$ cat src/rtl/debounce_pulse_gen.sv
// Per-channel input conditioning: two-flop synchronizer, debounce counter,
// registered rise/fall pulses and a non-retriggerable fixed-width stretch.
module debounce_pulse_gen #(
  parameter int CH      = 3,
  parameter int DEB_CYC = 16,
  parameter int CNT_W   = 16,
  parameter int PW      = 4
) (
  input  logic          clk,
  input  logic          rst_n,
  input  logic          ena,
  input  logic [CH-1:0] raw_in,
  output logic [CH-1:0] level_out,
  output logic [CH-1:0] rise_pulse,
  output logic [CH-1:0] fall_pulse,
  output logic [CH-1:0] stretch_out,
  output logic [CH-1:0] busy
);

  localparam logic [CNT_W-1:0] DEB_LAST = CNT_W'(DEB_CYC - 1);
  localparam logic [7:0]       PW_LAST  = 8'(PW - 1);

  logic [CH-1:0]    s1_r, s2_r;
  logic [CH-1:0]    level_r, rise_r, fall_r, stretch_r;
  logic [CH-1:0]    level_s, rise_s, fall_s, stretch_s;
  logic [CNT_W-1:0] cnt_r  [CH];
  logic [CNT_W-1:0] cnt_s  [CH];
  logic [7:0]       scnt_r [CH];
  logic [7:0]       scnt_s [CH];

  // Synchronizer flops run regardless of ena.
  always_ff @(posedge clk or negedge rst_n) begin
    if (!rst_n) begin
      s1_r <= {CH{1'b0}};
      s2_r <= {CH{1'b0}};
    end else begin
      s1_r <= raw_in;
      s2_r <= s1_r;
    end
  end

  // Next-state for debounce counters, accepted level, pulses and stretch.
  always_comb begin
    for (int i = 0; i < CH; i++) begin
      level_s[i]   = level_r[i];
      rise_s[i]    = 1'b0;
      fall_s[i]    = 1'b0;
      cnt_s[i]     = {CNT_W{1'b0}};
      stretch_s[i] = stretch_r[i];
      scnt_s[i]    = scnt_r[i];

      if (!ena) begin
        cnt_s[i] = {CNT_W{1'b0}};
      end else if (s2_r[i] == level_r[i]) begin
        cnt_s[i] = {CNT_W{1'b0}};
      end else if (cnt_r[i] == DEB_LAST) begin
        level_s[i] = s2_r[i];
        rise_s[i]  = s2_r[i];
        fall_s[i]  = ~s2_r[i];
      end else begin
        cnt_s[i] = cnt_r[i] + CNT_W'(1);
      end

      // A rise seen while stretching is dropped: no retrigger, no extension.
      if (stretch_r[i]) begin
        if (scnt_r[i] == 8'd0) begin
          stretch_s[i] = 1'b0;
        end else begin
          scnt_s[i] = scnt_r[i] - 8'd1;
        end
      end else if (rise_s[i]) begin
        stretch_s[i] = 1'b1;
        scnt_s[i]    = PW_LAST;
      end else begin
        scnt_s[i] = scnt_r[i];
      end
    end
  end

  // State and output registers.
  always_ff @(posedge clk or negedge rst_n) begin
    if (!rst_n) begin
      level_r   <= {CH{1'b0}};
      rise_r    <= {CH{1'b0}};
      fall_r    <= {CH{1'b0}};
      stretch_r <= {CH{1'b0}};
      for (int i = 0; i < CH; i++) begin
        cnt_r[i]  <= {CNT_W{1'b0}};
        scnt_r[i] <= 8'd0;
      end
    end else begin
      level_r   <= level_s;
      rise_r    <= rise_s;
      fall_r    <= fall_s;
      stretch_r <= stretch_s;
      for (int i = 0; i < CH; i++) begin
        cnt_r[i]  <= cnt_s[i];
        scnt_r[i] <= scnt_s[i];
      end
    end
  end

  assign level_out   = level_r;
  assign rise_pulse  = rise_r;
  assign fall_pulse  = fall_r;
  assign stretch_out = stretch_r;
  assign busy        = stretch_r;

endmodule

$ cat config.mk
export PLATFORM = sky130hd
export DESIGN_NAME = debounce_pulse_gen
export DESIGN_NICKNAME = d
export VERILOG_FILES = /design/src/rtl/debounce_pulse_gen.sv
export SDC_FILE = /design/constraint.sdc
export NUM_CORES = 1
export LEC_CHECK = 0
export ABC_AREA = 1
export CAP_MARGIN = 10
export CELL_PAD_IN_SITES_DETAIL_PLACEMENT = 1
export CELL_PAD_IN_SITES_GLOBAL_PLACEMENT = 1
export CORE_MARGIN = 4
export CORE_UTILIZATION = 40
export DETAILED_ROUTE_END_ITERATION = 6
export DONT_BUFFER_PORTS = 1
export PLACE_DENSITY_LB_ADDON = 0.12
export SYNTH_ARGS = -nofsm -noshare
export SYNTH_HDL_FRONTEND = slang
export SYNTH_SLANG_ARGS = --single-unit
export TNS_END_PERCENT = 20
$ cat constraint.sdc
create_clock -name clk -period 1.6 [get_ports clk]
set_clock_uncertainty 0.1 [all_clocks]
set_input_delay 0.08 -clock clk [delete_from_list [all_inputs] [get_ports clk]]
set_output_delay 0.08 -clock clk [all_outputs]
set_load 0.005 [all_outputs]
Word-level counts from Yosys, hierarchy flattened
Index checks and enable logic that the tools add are counted.
{ "classes": {"n_addsub": 6, "eq_ne": 9, "n_reduce_logical": 12, "mux": 45, "bitwise_logic": 6} }
{ "op_table": {"columns": ["op", "n"], "rows": [
  ["16-bit 2-to-1 mux", 9],
  ["8-bit 2-to-1 mux", 9],
  ["16-bit by 1-bit adder with 16-bit output, second input constant", 3],
  ["16-bit by 4-bit == test with 1-bit output, second input constant", 3],
  ["1-bit 2-to-1 mux", 27],
  ["8-bit logical NOT", 3],
  ["8-bit by 1-bit subtractor with 8-bit output, second input constant", 3],
  ["3-bit AND reduction", 3],
  ["2-bit != test, second input constant", 3],
  ["1-bit NOT", 6],
  ["2-bit AND reduction", 3],
  ["2-bit nonzero test", 3],
  ["1-bit == test", 3]
]} }
{ "word_totals": {"regBits": 90, "wordCells": 92, "out_inout_bits": 15, "input_bits": 6} }

Depth between registers and ports, before layout
{ "depth": {"ltp_word": 6, "mapped_depth": 9, "mapped_depth_nobuf": 9} }

Least setup slack after synthesis
Ideal clock, no wire load.
{ "synth_path": {"kind": "flip-flop to flip-flop", "start": "register cnt_r[16] in the netlist's numbering", "end": "register scnt_r[15] in the netlist's numbering", "synth_period_minus_slack_ns": 1.511, "slack_ns": 0.089, "n_path_buf": 0, "required_ns": 1.384, "stages_incl_launch_ff": 9, "t_arrival_ns": 1.295, "setup_time_ns": 0.116, "path_cell_list": "dfrtp_1 > ha_1 > nand3_1 > nor2_2 > nand2_1 > nor2_4 > nand3_4 > nand3_1 > nand2_1"} }
{ "synth_via": {"elab_chain_len": 6} }
{ "synth_lines": {"columns": ["item", "line_no", "source"], "rows": [
  ["start, declared", "26", "logic [CNT_W-1:0] cnt_r [CH];"],
  ["start signal, assigned by index", "88", "cnt_r[i] <= {CNT_W{1'b0}};"],
  ["start signal, assigned by index", "97", "cnt_r[i] <= cnt_s[i];"],
  ["16-bit by 4-bit == test with 1-bit output", "56", "end else if (cnt_r[i] == DEB_LAST) begin"],
  ["1-bit 2-to-1 mux", "56", null],
  ["1-bit 2-to-1 mux", "54", "end else if (s2_r[i] == level_r[i]) begin"],
  ["1-bit 2-to-1 mux", "52", "if (!ena) begin"],
  ["2-bit nonzero test (no line)", null, null],
  ["2-bit AND reduction (no line)", null, null],
  ["end signal, assigned by index", "98", "scnt_r[i] <= scnt_s[i];"],
  ["end, declared", "28", "logic [7:0] scnt_r [CH];"]
]} }
Every way passes these cells.
A chain may end at the register's enable or synchronous reset.

Worst setup path in the final report
{ "layout_path": {"start": "register cnt_r[31] in the netlist's numbering", "end": "register scnt_r[10] in the netlist's numbering"} }
The elaborated chain is that of the path after synthesis.

==> metrics.yaml <==
clock_tree:
  cts_max_level: 3
  cts_made_buffers: 9
  clkTransAtPathRegs_ns: 0.06
  cts_tree: "built"
  hold_buffers: 4
  clk_latency_ns: 0.34
  clockRootBuffer: "clkbuf_16"
  clock-sinks: 90
  clk_path_buf_depth: 2
detailed_routing:
  wl_met2_um: 5790
  drtPass1Iterations: 4
  met3WireLength_um: 186
  drt_wl_total_um: 11000
  drt_iter0_drc: 113
  routedLengthMet1_um: 4810
  ant_nets: 0
  route.detailed.drc: 0
  vias: 3842
  vias_per_cell: 4.94
  routedWlPerCell_um: 14.2
  topRoutingLayerUsed: "met4"
finish:
  drive_gt1_frac: 0.240
  fin_cells: 777
  diodes: 0
  final_cell_area_um2: 5750
  final_cell_mix: "nand2_1 (118), dfrtp_1 (90), nor2_1 (74), inv_1 (64), buf_4 (53)"
  final_common_cell: "nand2_1"
  synthToLayoutAreaGrowth_pct: 25.3
  fin_nets: 647
placed_design:
  placed_area_um2: 5030
  dp_cells: 740
  port_buffers: 0
  hpwl_um: 7530
  place.gp.congestion: 0.799
worst_setup_path:
  critPathRequiredTime_ns: 1.73
  cp_slowest_cell: "dfrtp_1"
  cp.arrival_ns: 1.72
  cp_cell_sequence: "nor2_1 -> nand2_1 -> nor2_4 -> nand2_2 -> nor2_4 -> nand3_4 -> nand3_1 -> nand2_1"
  slowest_delay_ns: 0.41
  worst-setup-path-type: "flop to flop"
  crit_fanout: 5
  cp-start-kind: "flop"
  crit_path_end_kind: "flop"
floorplan:
  rows: 38
  core_um2: 11000
  fp.dieW_um: 115
  start_util: 0.416
  die_area_um2: 13300
  fp.dieH_um: 115
  io_pins: 21
global_route:
  track_usage: 0.179
  grt_max_degree: 91
  antenna_found_initial: 0
  grt_pass1_vias: 4034
  grt_overflow: 0
  grt_pass1_wl_um: 18800
outcome:
  violations: "negative hold slack"
  status: "complete, but fails checks"
pwr:
  p_leak_uw: 0.00265
  ir_worst_vdd_mv: 0.479
  p_per_area_nw_per_um2: 776
timing:
  drv_slew: 0
  fin_crit_ns: 1.59
  fin_tns_setup_ns: 0
  fmax_ghz: 0.630
  finalCritPeriodShare: 0.992
  tightestPinTransition_ns: 0.367
  finalSetupViolCount: 0
  slew_headroom: 0.754
  grt_setup_unrepaired: "true"
  holdWs_ns: -0.673
  hold_viol: 90
synth:
  synth_nets: 580
  synth_warnings: 0
  ys_ff_latch: 90
  ys.flop_type: "dfrtp_1"
  synth_edf_count: 0
  synthArstFlopShare: 1.00
  yosysUniqueCellTypes: 32
  syn_avg_cell_area_um2: 8.13
  yosysSeqAreaShare: 0.491
  syn_area_um2: 4590
  postSynthCellCount: 565
hold_path:
  hold_class: "primary input to async pin"
run:
  max_cap_violations: 0
repair_timing:
action                     4_1_cts  5_1_grt
pin swaps                        7       23
hold endpoints to repair       117       90
gates cloned                     1        0
resized for setup               14       56
setup buffers                    6       10
setup endpoints to repair       42       58
final timing paths:
path	startpoint	endpoint	slack, ns	cells after the start
min in group clk	raw_in[1]	s1_r[1]	0.18	1
max in group asynchronous	rst_n	scnt_r[2]	1.93	0
hold / removal	rst_n	cnt_r[35]	-0.67	0
setup / recovery	cnt_r[31]	scnt_r[10]	0.01	8
setup reg to reg	cnt_r[31]	scnt_r[10]	0.01	8
hold reg to reg	s1_r[0]	s2_r[0]	0.25	0
Yosys cell counts, types with 9 or more instances:
library cell | number | area (um^2)
nor2_1 | 86 | 323
inv_1 | 69 | 259
a21oi_1 | 23 | 115
o21ai_1 | 13 | 65.1
nor2_2 | 10 | 62.6
nor3_1 | 12 | 60.1
ha_1 | 9 | 113
nand2_1 | 131 | 492
dfrtp_1 | 90 | 2250
xor2_1 | 18 | 158
nand3_1 | 44 | 220
area by class of cell:
type                            instances  area [um^2]
Timing Repair Buffer                   60          472
Fill cell                            1316         5280
Clock inverter                          3         40.0
Sequential cell                        90         2250
Clock buffer                           13          240
Inverter                               75          287
Multi-Input combinational cell        396         2290
Tap cell                              140          175
layer usage:
metal  up-vias  global-route usage
met5         -                   0
met1      1881               0.213
met4         0              0.0806
li1       1918                   -
met2        26               0.316
met3        17              0.0305
state kept, by name, summed over array words and instances, names as in the netlist:
register / flops
fall_pulse: 3
cnt_r: 48
level_out: 3
s2_r: 3
busy: 3
s1_r: 3
rise_pulse: 3
scnt_r: 24
through the flow:
| stage | setup slack, ns | utilization | total power, uW |
|---|---|---|---|
| 2_1_floorplan | 0.0887 | - | 2390 |
| 5_1_grt | -0.110 | 0.522 | 4650 |
| 4_1_cts | 0.000584 | 0.496 | 4520 |
| 6_report | 0.0126 | 0.522 | 4460 |
| 3_3_place_gp | -0.0495 | 0.456 | 2410 |
| 3_5_place_dp | -0.155 | 0.456 | 2420 |
where the power goes:
part           switching [uW]  internal, uW
sequential               14.0          2290
combinational            55.9          41.8
clock                     853          1210
worst max-delay path, delay by kind of cell, from the launching register on:
| family | cells | cell delay (ns) |
|---|---|---|
| DFF | 1 | 0.41 |
| and+or+nand+nor | 8 | 0.97 |
cell families after synthesis:
family | count (synthesis) | synth area share
compound gates | 57 | 0.0733
buf+inv | 80 | 0.0690
fa+ha+maj | 9 | 0.0245
flops | 90 | 0.491
xor+xnor | 22 | 0.0420
simple gates | 307 | 0.301
Power figures use the tool's default switching activity.
